### src/rtl/pkt_ctl_pkg.sv
// ============================================================================
//  Module   : pkt_ctl_pkg
//  Brief    : Shared widths, decoded-field struct and parity helper for the
//             packet control word path.
//  Revision : 1.0
// ============================================================================
`default_nettype none

// Decoded-field layout, reusable with module-level widths.
`ifndef PKT_CTL_FIELDS_T
`define PKT_CTL_FIELDS_T(AW, FW) struct packed { logic [(AW)-1:0] addr; logic [(FW)-1:0] flags; logic perr; }
`endif

package pkt_ctl_pkg;

    localparam int PKT_PARITY_W = 1;
    localparam int PKT_FLAGS_W  = 12;
    localparam int PKT_ADDR_W   = 20;
    localparam int PKT_MAX_W    = 64;

    typedef `PKT_CTL_FIELDS_T(PKT_ADDR_W, PKT_FLAGS_W) pkt_ctl_fields_t;

    // Even parity over the whole (zero-extended) word.
    function automatic logic pkt_parity_ok(input logic [PKT_MAX_W-1:0] word);
        return ~^word;
    endfunction

endpackage

`default_nettype wire

### src/rtl/pkt_ctl_fifo2.sv
// ============================================================================
//  Module   : pkt_ctl_fifo2
//  Brief    : Generic 2-entry FIFO; full/empty come from registered count only.
//  Revision : 1.0
// ============================================================================
`default_nettype none

module pkt_ctl_fifo2
    import pkt_ctl_pkg::*;
#(
    parameter int WIDTH = 8
) (
    input  logic             clk,
    input  logic             rst,
    input  logic             push,
    input  logic [WIDTH-1:0] push_data,
    input  logic             pop,
    output logic [WIDTH-1:0] pop_data,
    output logic             full,
    output logic             empty
);

    logic [WIDTH-1:0] r_mem [2];
    logic             r_wr_ptr;
    logic             r_rd_ptr;
    logic [1:0]       r_count;
    logic             w_do_push;
    logic             w_do_pop;

    assign full      = (r_count == 2'd2);
    assign empty     = (r_count == 2'd0);
    assign w_do_push = push && !full;
    assign w_do_pop  = pop && !empty;
    assign pop_data  = r_mem[r_rd_ptr];

    always_ff @(posedge clk) begin
        if (rst) begin
            r_mem[0] <= '0;
            r_mem[1] <= '0;
            r_wr_ptr <= 1'b0;
            r_rd_ptr <= 1'b0;
            r_count  <= 2'd0;
        end else begin
            if (w_do_push) begin
                r_mem[r_wr_ptr] <= push_data;
                r_wr_ptr        <= ~r_wr_ptr;
            end
            if (w_do_pop) begin
                r_rd_ptr <= ~r_rd_ptr;
            end
            case ({w_do_push, w_do_pop})
                2'b10:   r_count <= r_count + 2'd1;
                2'b01:   r_count <= r_count - 2'd1;
                default: r_count <= r_count;
            endcase
        end
    end

endmodule

`default_nettype wire

### src/rtl/pkt_ctl_unpack.sv
// ============================================================================
//  Module   : pkt_ctl_unpack
//  Brief    : Unpacks {parity, flags, addr} words, checks even parity, buffers
//             two words and keeps a saturating parity-error counter.
//  Revision : 1.0
// ============================================================================
`default_nettype none

module pkt_ctl_unpack
    import pkt_ctl_pkg::*;
#(
    parameter int PARITY   = PKT_PARITY_W,
    parameter int FLAGS    = PKT_FLAGS_W,
    parameter int ADDR     = PKT_ADDR_W,
    parameter bit DROP_BAD = 1'b0,
    parameter int CNT_W    = 16
) (
    input  logic                         clk,
    input  logic                         rst,
    input  logic                         in_valid,
    output logic                         in_ready,
    input  logic [PARITY+FLAGS+ADDR-1:0] in_data,
    output logic                         out_valid,
    input  logic                         out_ready,
    output logic [ADDR-1:0]              out_addr,
    output logic [FLAGS-1:0]             out_flags,
    output logic                         out_perr,
    input  logic                         err_clr,
    output logic [CNT_W-1:0]             err_cnt
);

    localparam int c_w = PARITY + FLAGS + ADDR;

    typedef `PKT_CTL_FIELDS_T(ADDR, FLAGS) fields_t;
    localparam int c_fw = $bits(fields_t);

    if (PARITY != 1) begin : g_parity_check
        $error("pkt_ctl_unpack: PARITY must be 1");
    end

    if (c_w > PKT_MAX_W) begin : g_width_check
        $error("pkt_ctl_unpack: total word width above 64 is not supported");
    end

    logic             w_perr;
    logic             w_accept;
    logic             w_push;
    logic             w_pop;
    logic             w_full;
    logic             w_empty;
    fields_t          w_wr;
    fields_t          w_rd;
    logic [CNT_W-1:0] r_err_cnt;

    assign w_perr    = !pkt_parity_ok(PKT_MAX_W'(in_data));
    assign in_ready  = !rst && !w_full;
    assign w_accept  = in_valid && in_ready;
    assign w_push    = w_accept && !(DROP_BAD && w_perr);
    // Gating with rst keeps out_valid low during the whole reset window.
    assign out_valid = !rst && !w_empty;
    assign w_pop     = out_valid && out_ready;

    always_comb begin
        w_wr       = '0;
        w_wr.addr  = in_data[ADDR-1:0];
        w_wr.flags = in_data[ADDR+FLAGS-1:ADDR];
        w_wr.perr  = w_perr;
    end

    pkt_ctl_fifo2 #(
        .WIDTH (c_fw)
    ) u_fifo (
        .clk       (clk),
        .rst       (rst),
        .push      (w_push),
        .push_data (w_wr),
        .pop       (w_pop),
        .pop_data  (w_rd),
        .full      (w_full),
        .empty     (w_empty)
    );

    assign out_addr  = w_rd.addr;
    assign out_flags = w_rd.flags;
    assign out_perr  = DROP_BAD ? 1'b0 : w_rd.perr;

    // Clear has priority, so an error accepted in the same cycle is lost.
    always_ff @(posedge clk) begin
        if (rst) begin
            r_err_cnt <= '0;
        end else if (err_clr) begin
            r_err_cnt <= '0;
        end else if (w_accept && w_perr && (r_err_cnt != {CNT_W{1'b1}})) begin
            r_err_cnt <= r_err_cnt + 1'b1;
        end
    end

    assign err_cnt = r_err_cnt;

endmodule

`default_nettype wire
### config.mk
export PLATFORM = sky130hd
export DESIGN_NAME = pkt_ctl_unpack
export DESIGN_NICKNAME = d
export VERILOG_FILES = /design/src/rtl/pkt_ctl_pkg.sv /design/src/rtl/pkt_ctl_fifo2.sv /design/src/rtl/pkt_ctl_unpack.sv
export SDC_FILE = /design/constraint.sdc
export NUM_CORES = 1
export LEC_CHECK = 0
export ABC_AREA = 1
export CAP_MARGIN = 20
export CORE_ASPECT_RATIO = 0.7
export CORE_MARGIN = 3
export CORE_UTILIZATION = 47
export DETAILED_ROUTE_END_ITERATION = 8
export GPL_TIMING_DRIVEN = 0
export PLACE_DENSITY_LB_ADDON = 0.12
export SYNTH_ARGS = -nofsm -noshare
export SYNTH_HDL_FRONTEND = slang
export SYNTH_SLANG_ARGS = --single-unit
### constraint.sdc
create_clock -name clk -period 2.2 [get_ports clk]
set_input_delay 0.22 -clock clk [delete_from_list [all_inputs] [get_ports clk]]
set_output_delay 0.22 -clock clk [all_outputs]
set_load 0.03 [all_outputs]
Word-level counts from Yosys, hierarchy flattened
Memory sizes are Yosys's and may differ from the RTL's. A register that Yosys moved wholly into a read port is not among the register bits.
Index checks and enable logic that the tools add are counted.
W data, S select, Z words.
- add/sub/neg operators: 3
- eq/ne operators: 4
- muxes and demuxes: 11
- bitwise logic cells: 2
- reductions and logical operators: 17
- operators by type and width (cell ; count):
    $reduce_xnor A64 Y1 ; 1
    $mux W33 ; 1
    $reduce_or A33 Y1 ; 1
    $add A16 B1 Y16 const B ; 1
    $ne A16 B16 Y1 const B ; 1
    $mux W1 ; 9
    $logic_and A1 B1 Y1 ; 8
    $eq A2 B2 Y1 const B ; 2
    $logic_not A1 Y1 ; 4
    $pmux W2 S2 ; 1
    $add A2 B1 Y2 const B ; 1
    $eq A2 B1 Y1 const B ; 1
    $logic_not A2 Y1 ; 1
    $not A1 Y1 ; 2
    $reduce_bool A2 Y1 ; 1
    $reduce_or A2 Y1 ; 1
    $sub A2 B1 Y2 const B ; 1
- flip-flop bits (word level): 20
- RAM bits: 66
- memories: 1
- memories (memory ; depth ; bits a word ; rd ports ; clocked after memory_dff ; wr ports ; RTL line ; source):
    u_fifo.r_mem ; 2 ; 33 ; 1 ; 1 ; 2 ; pkt_ctl_fifo2.sv:23 ; logic [WIDTH-1:0] r_mem [2];

Logic depth before layout (Yosys ltp)
Gate-level depths: netlist of the first run.
- word-level depth: 10
- gate-level depth with buffers: 18

Modules after synthesis
A second synthesis of the first run with hierarchy kept.
- cells, all modules: 654
- area total of the unflattened synthesis: 5165.0 µm²
- by module, submodules not included (module ; instances ; cells each ; area each (µm²) ; sequential area each (µm²)):
    pkt_ctl_fifo2 ; 1 ; 248 ; 3096.7 ; 2082.0
    pkt_ctl_unpack ; 1 ; 406 ; 2068.2 ; 320.3

Least setup slack after synthesis of the first run
OpenSTA, ideal clock, no wires.
- path kind: register to register
- from: register u_fifo.r_count[0]
- to: memory u_fifo.r_mem[0][0] (netlist name), enable pin
- setup time: 390 ps
- arrival: 2284 ps
- required time: 1810 ps
- path slack: -475 ps
- stages on the path, launching flop included: 8
- clock period less this slack: 2675 ps
- cell sequence: dfxtp_1 -> inv_1 -> a21oi_1 -> nand2_1 -> inv_1 -> nand2_1 -> clkbuf_1 -> nand2_1
- RTL lines (item ; RTL line ; source):
    from (decl) ; pkt_ctl_fifo2.sv:26 ; logic [1:0] r_count;
    from (signal assigned) ; pkt_ctl_fifo2.sv:52 ; 2'b10: r_count <= r_count + 2'd1;
    from (signal assigned) ; pkt_ctl_fifo2.sv:53 ; 2'b01: r_count <= r_count - 2'd1;
    from (signal assigned) ; pkt_ctl_fifo2.sv:54 ; default: r_count <= r_count;
    to (decl) ; pkt_ctl_fifo2.sv:23 ;

==> results.yml, run 1 <==
status:
  status: "finished, final reports clean"
global_routing:
  grt_pass1_vias: 3673
  antenna_found_initial: 0
  overflow: 0
  grt_max_degree: 35
  grt_pass1_wl_microns: 17500
  track_usage: 0.1977
min_path:
  hold_path.class: "reg -> reg"
  hold_start: "u_fifo.r_rd_ptr$_SDFFE_PP0P_"
setup_path:
  crit_fanout: 10
  crit_type: "reg -> out"
  crit_end: "out_addr[18]"
  crit_arrival_ps: 1790
  r2r-end: "err_cnt[9]$_SDFFE_PP0P_"
  crit_required_ps: 1980
  ff2ff_setup_slack_ps: 200
  start_kind: "register"
  end_kind: "primary output"
  reg2reg_from: "err_cnt[0]$_SDFFE_PP0P_"
  reg2reg_depth: 13
layout:
  drive_gt1_frac: 0.1259
  multi_input_area_sq_um: 1931
  area_growth_pct: 28.42
  final_cell_mix: "156 x nand2_1, 91 x nor2_1, 74 x inv_1, 66 x edfxtp_1, 58 x clkdlybuf4s50_1"
  final_nets: 694
  utilization: 0.6419
  diodes: 0
  seqCellArea_sq_um: 2405
  final_common_cell: "nand2_1"
  fill_cells: 819
yosys:
  synth.avg_cell_area_sq_um: 8.448
  synth.yosys.seq_area_share: 0.5115
  synth_cell_types: 29
  synth_area_sq_um: 4697
  synth_warnings: 0
  syn-instance-count: 556
  ys_ff_latch: 87
  synthesis.nets: 596
job:
  maxCapViolCount: 0
die:
  die_h_microns: 89.64
  core_sq_um: 9398
  die-area_sq_um: 11250
  die_x_microns: 125.5
  rows: 29
  io_pins: 89
  start_util: 0.4998
power_and_ir_drop:
  comb_power_share: 0.214
  clockPowerShare: 0.343
  p_seq_frac: 0.444
  ir_drop_v: 0.0004324
  powerDensity_nw_per_um2: 710.2
  leakage_nw: 2.708
  p_switching_w: 0.001200
  intPower_w: 0.003084
  p_sw_frac: 0.2801
clock_network:
  clkLatencyLatePin_ps: 340
  cts_root_buffer: "clkbuf_16"
  htree_levels: 3
  cts_tree: "built"
  clkSlewWorstSetupHoldPaths_ps: 60
  clock_sinks: 87
  cts_made_buffers: 9
  cts_buffer_depth: 2
timing:
  slew-limit-headroom: 0.6325
  rsz0062_at_grt: "no"
  finClkSkew_ps: 7.564
  drv_slew: 0
  period_share: 0.9159
  setup_viol: 0
  timing.fmax_mhz: 496.3
  period_needed_ps: 2015
  worstMarginPinSlew_ps: 551.2
  hold_violations: 0
  setup_ws_ps: 185.0
route:
  wl_microns: 10720
  viasPerCell: 4.950
  wl_per_cell_microns: 13.70
  drtIter0Drc: 254
  ant_nets: 0
  drc: 0
  drt_first_pass_iters: 5
  vias: 3876
place:
  post-place-ws_ps: -802.0
  portBuffers: 88
  place_congestion: 0.8821
  dp_hpwl_microns: 7582
[worst max-delay path, cell delays in order (launching register included)]
cell	delay, ps
dfxtp_1	440
clkbuf_4	290
mux2_2	370
dlygate4sd2_1	360
[kinds of logic (layout without fill, tap and decap cells)]
kind of cell,count (synthesis),in the layout,share of synthesized area
buf+inv,99,202,0.08391
xor+xnor,19,19,0.03543
simple gates,306,306,0.2733
mux,33,33,0.07912
fa+ha+maj,2,2,0.005327
flops,87,87,0.5115
compound gates,10,10,0.01145
[stage by stage]
stage / setup TNS (ps) / hold slack (ps) / std cells / power [W] / area (sq um)
after global placement: -36590 / 486.5 / 768 / 0.002866 / 5742
after CTS: 0 / 508.9 / 783 / 0.004320 / 6013
final: 0 / 509.0 / 783 / 0.004284 / 6032
after detailed placement: -37720 / 499.5 / 768 / 0.002886 / 5742
after floorplan: 0 / 292.4 / 556 / 0.002530 / 4706
after global routing: 0 / 535.3 / 783 / 0.004482 / 6032
[worst min path at each step]
stage                                       endpoint  slack [ps]  cells after the start
global route        u_fifo.r_mem[0][0]$_SDFFCE_PN0P_         540                      1
CTS                   u_fifo.r_count[1]$_SDFFE_PP0P_         510                      2
global placement        u_fifo.r_rd_ptr$_SDFFE_PP0P_         490                      2
finish                  u_fifo.r_rd_ptr$_SDFFE_PP0P_         510                      2
detailed placement    u_fifo.r_count[1]$_SDFFE_PP0P_         500                      2
floorplan                                   register         290                      1
[power groups by stage]
stage | Combinational [W] | Sequential (W) | Clock, W
floorplan | 0.000600 | 0.00193 | 0
global placement | 0.000938 | 0.00193 | 0
detailed placement | 0.000951 | 0.00193 | 0
CTS | 0.000916 | 0.00190 | 0.00150
global route | 0.000997 | 0.00191 | 0.00158
finish | 0.000915 | 0.00190 | 0.00147
[repair_timing]
item | in CTS | in global routing
endpoints found under the setup margin | 63 | 70
resized for setup | 39 | 5
hold buffers | 0 | 0
setup buffers | 0 | 0
[layer usage]
metal,up-vias,track usage,share of wire
met5,-,0,0
met4,0,0.05118,0.010
met3,10,0.04905,0.067
met2,131,0.3201,0.46
met1,1771,0.2711,0.47
li1,1964,-,-
[cell type report]
cell class                      instances  area share
Buffer                                 16     0.01680
Multi-Input combinational cell        370      0.3201
Clock inverter                          7     0.01058
Inverter                               82     0.05103
Sequential cell                        87      0.3987
Tap cell                              124     0.02572
Clock buffer                            9     0.03734
Timing Repair Buffer                   88      0.1398
[sequential cells by signal, indices dropped and copies added, names as in the netlist, named ones only]
name             cells
u_fifo.r_rd_ptr      1
err_cnt             16
u_fifo.r_count       2
u_fifo.r_mem        66
u_fifo.r_wr_ptr      1
[Yosys cell counts]
master    instances  area share
nand2_1         159        0.13
nor2_1           91       0.073
inv_1            74       0.059
edfxtp_1         66        0.42
mux2_2           33       0.079
dfxtp_1          21       0.090
nand3_1          21       0.022
nand4_1          18       0.024
xor2_1           11       0.021
clkbuf_1         10      0.0080
inv_2             8      0.0064
xnor2_1           8       0.015
a21oi_1           6      0.0064
nor2_2            4      0.0053
nor3_1            4      0.0043
buf_2             3      0.0032
o21ai_0           3      0.0032
buf_6             2      0.0048
ha_1              2      0.0053
nand3_2           2      0.0043
nor3_2            2      0.0043
a21oi_2           1      0.0019
buf_1             1     0.00080
buf_4             1      0.0016
nand2_2           1      0.0013
nand2_4           1      0.0024
nand3b_1          1      0.0016
nor2_4            1      0.0024
or2_1             1      0.0013
(Power assumes the default switching activity.)
==> inputs of run 2 (changes only) <==
Settings changed: CTS_CLUSTER_SIZE set to 14.
==> results of run 2 <==
Same layout as run 1: the final DEF is identical, and so are final timing and power.
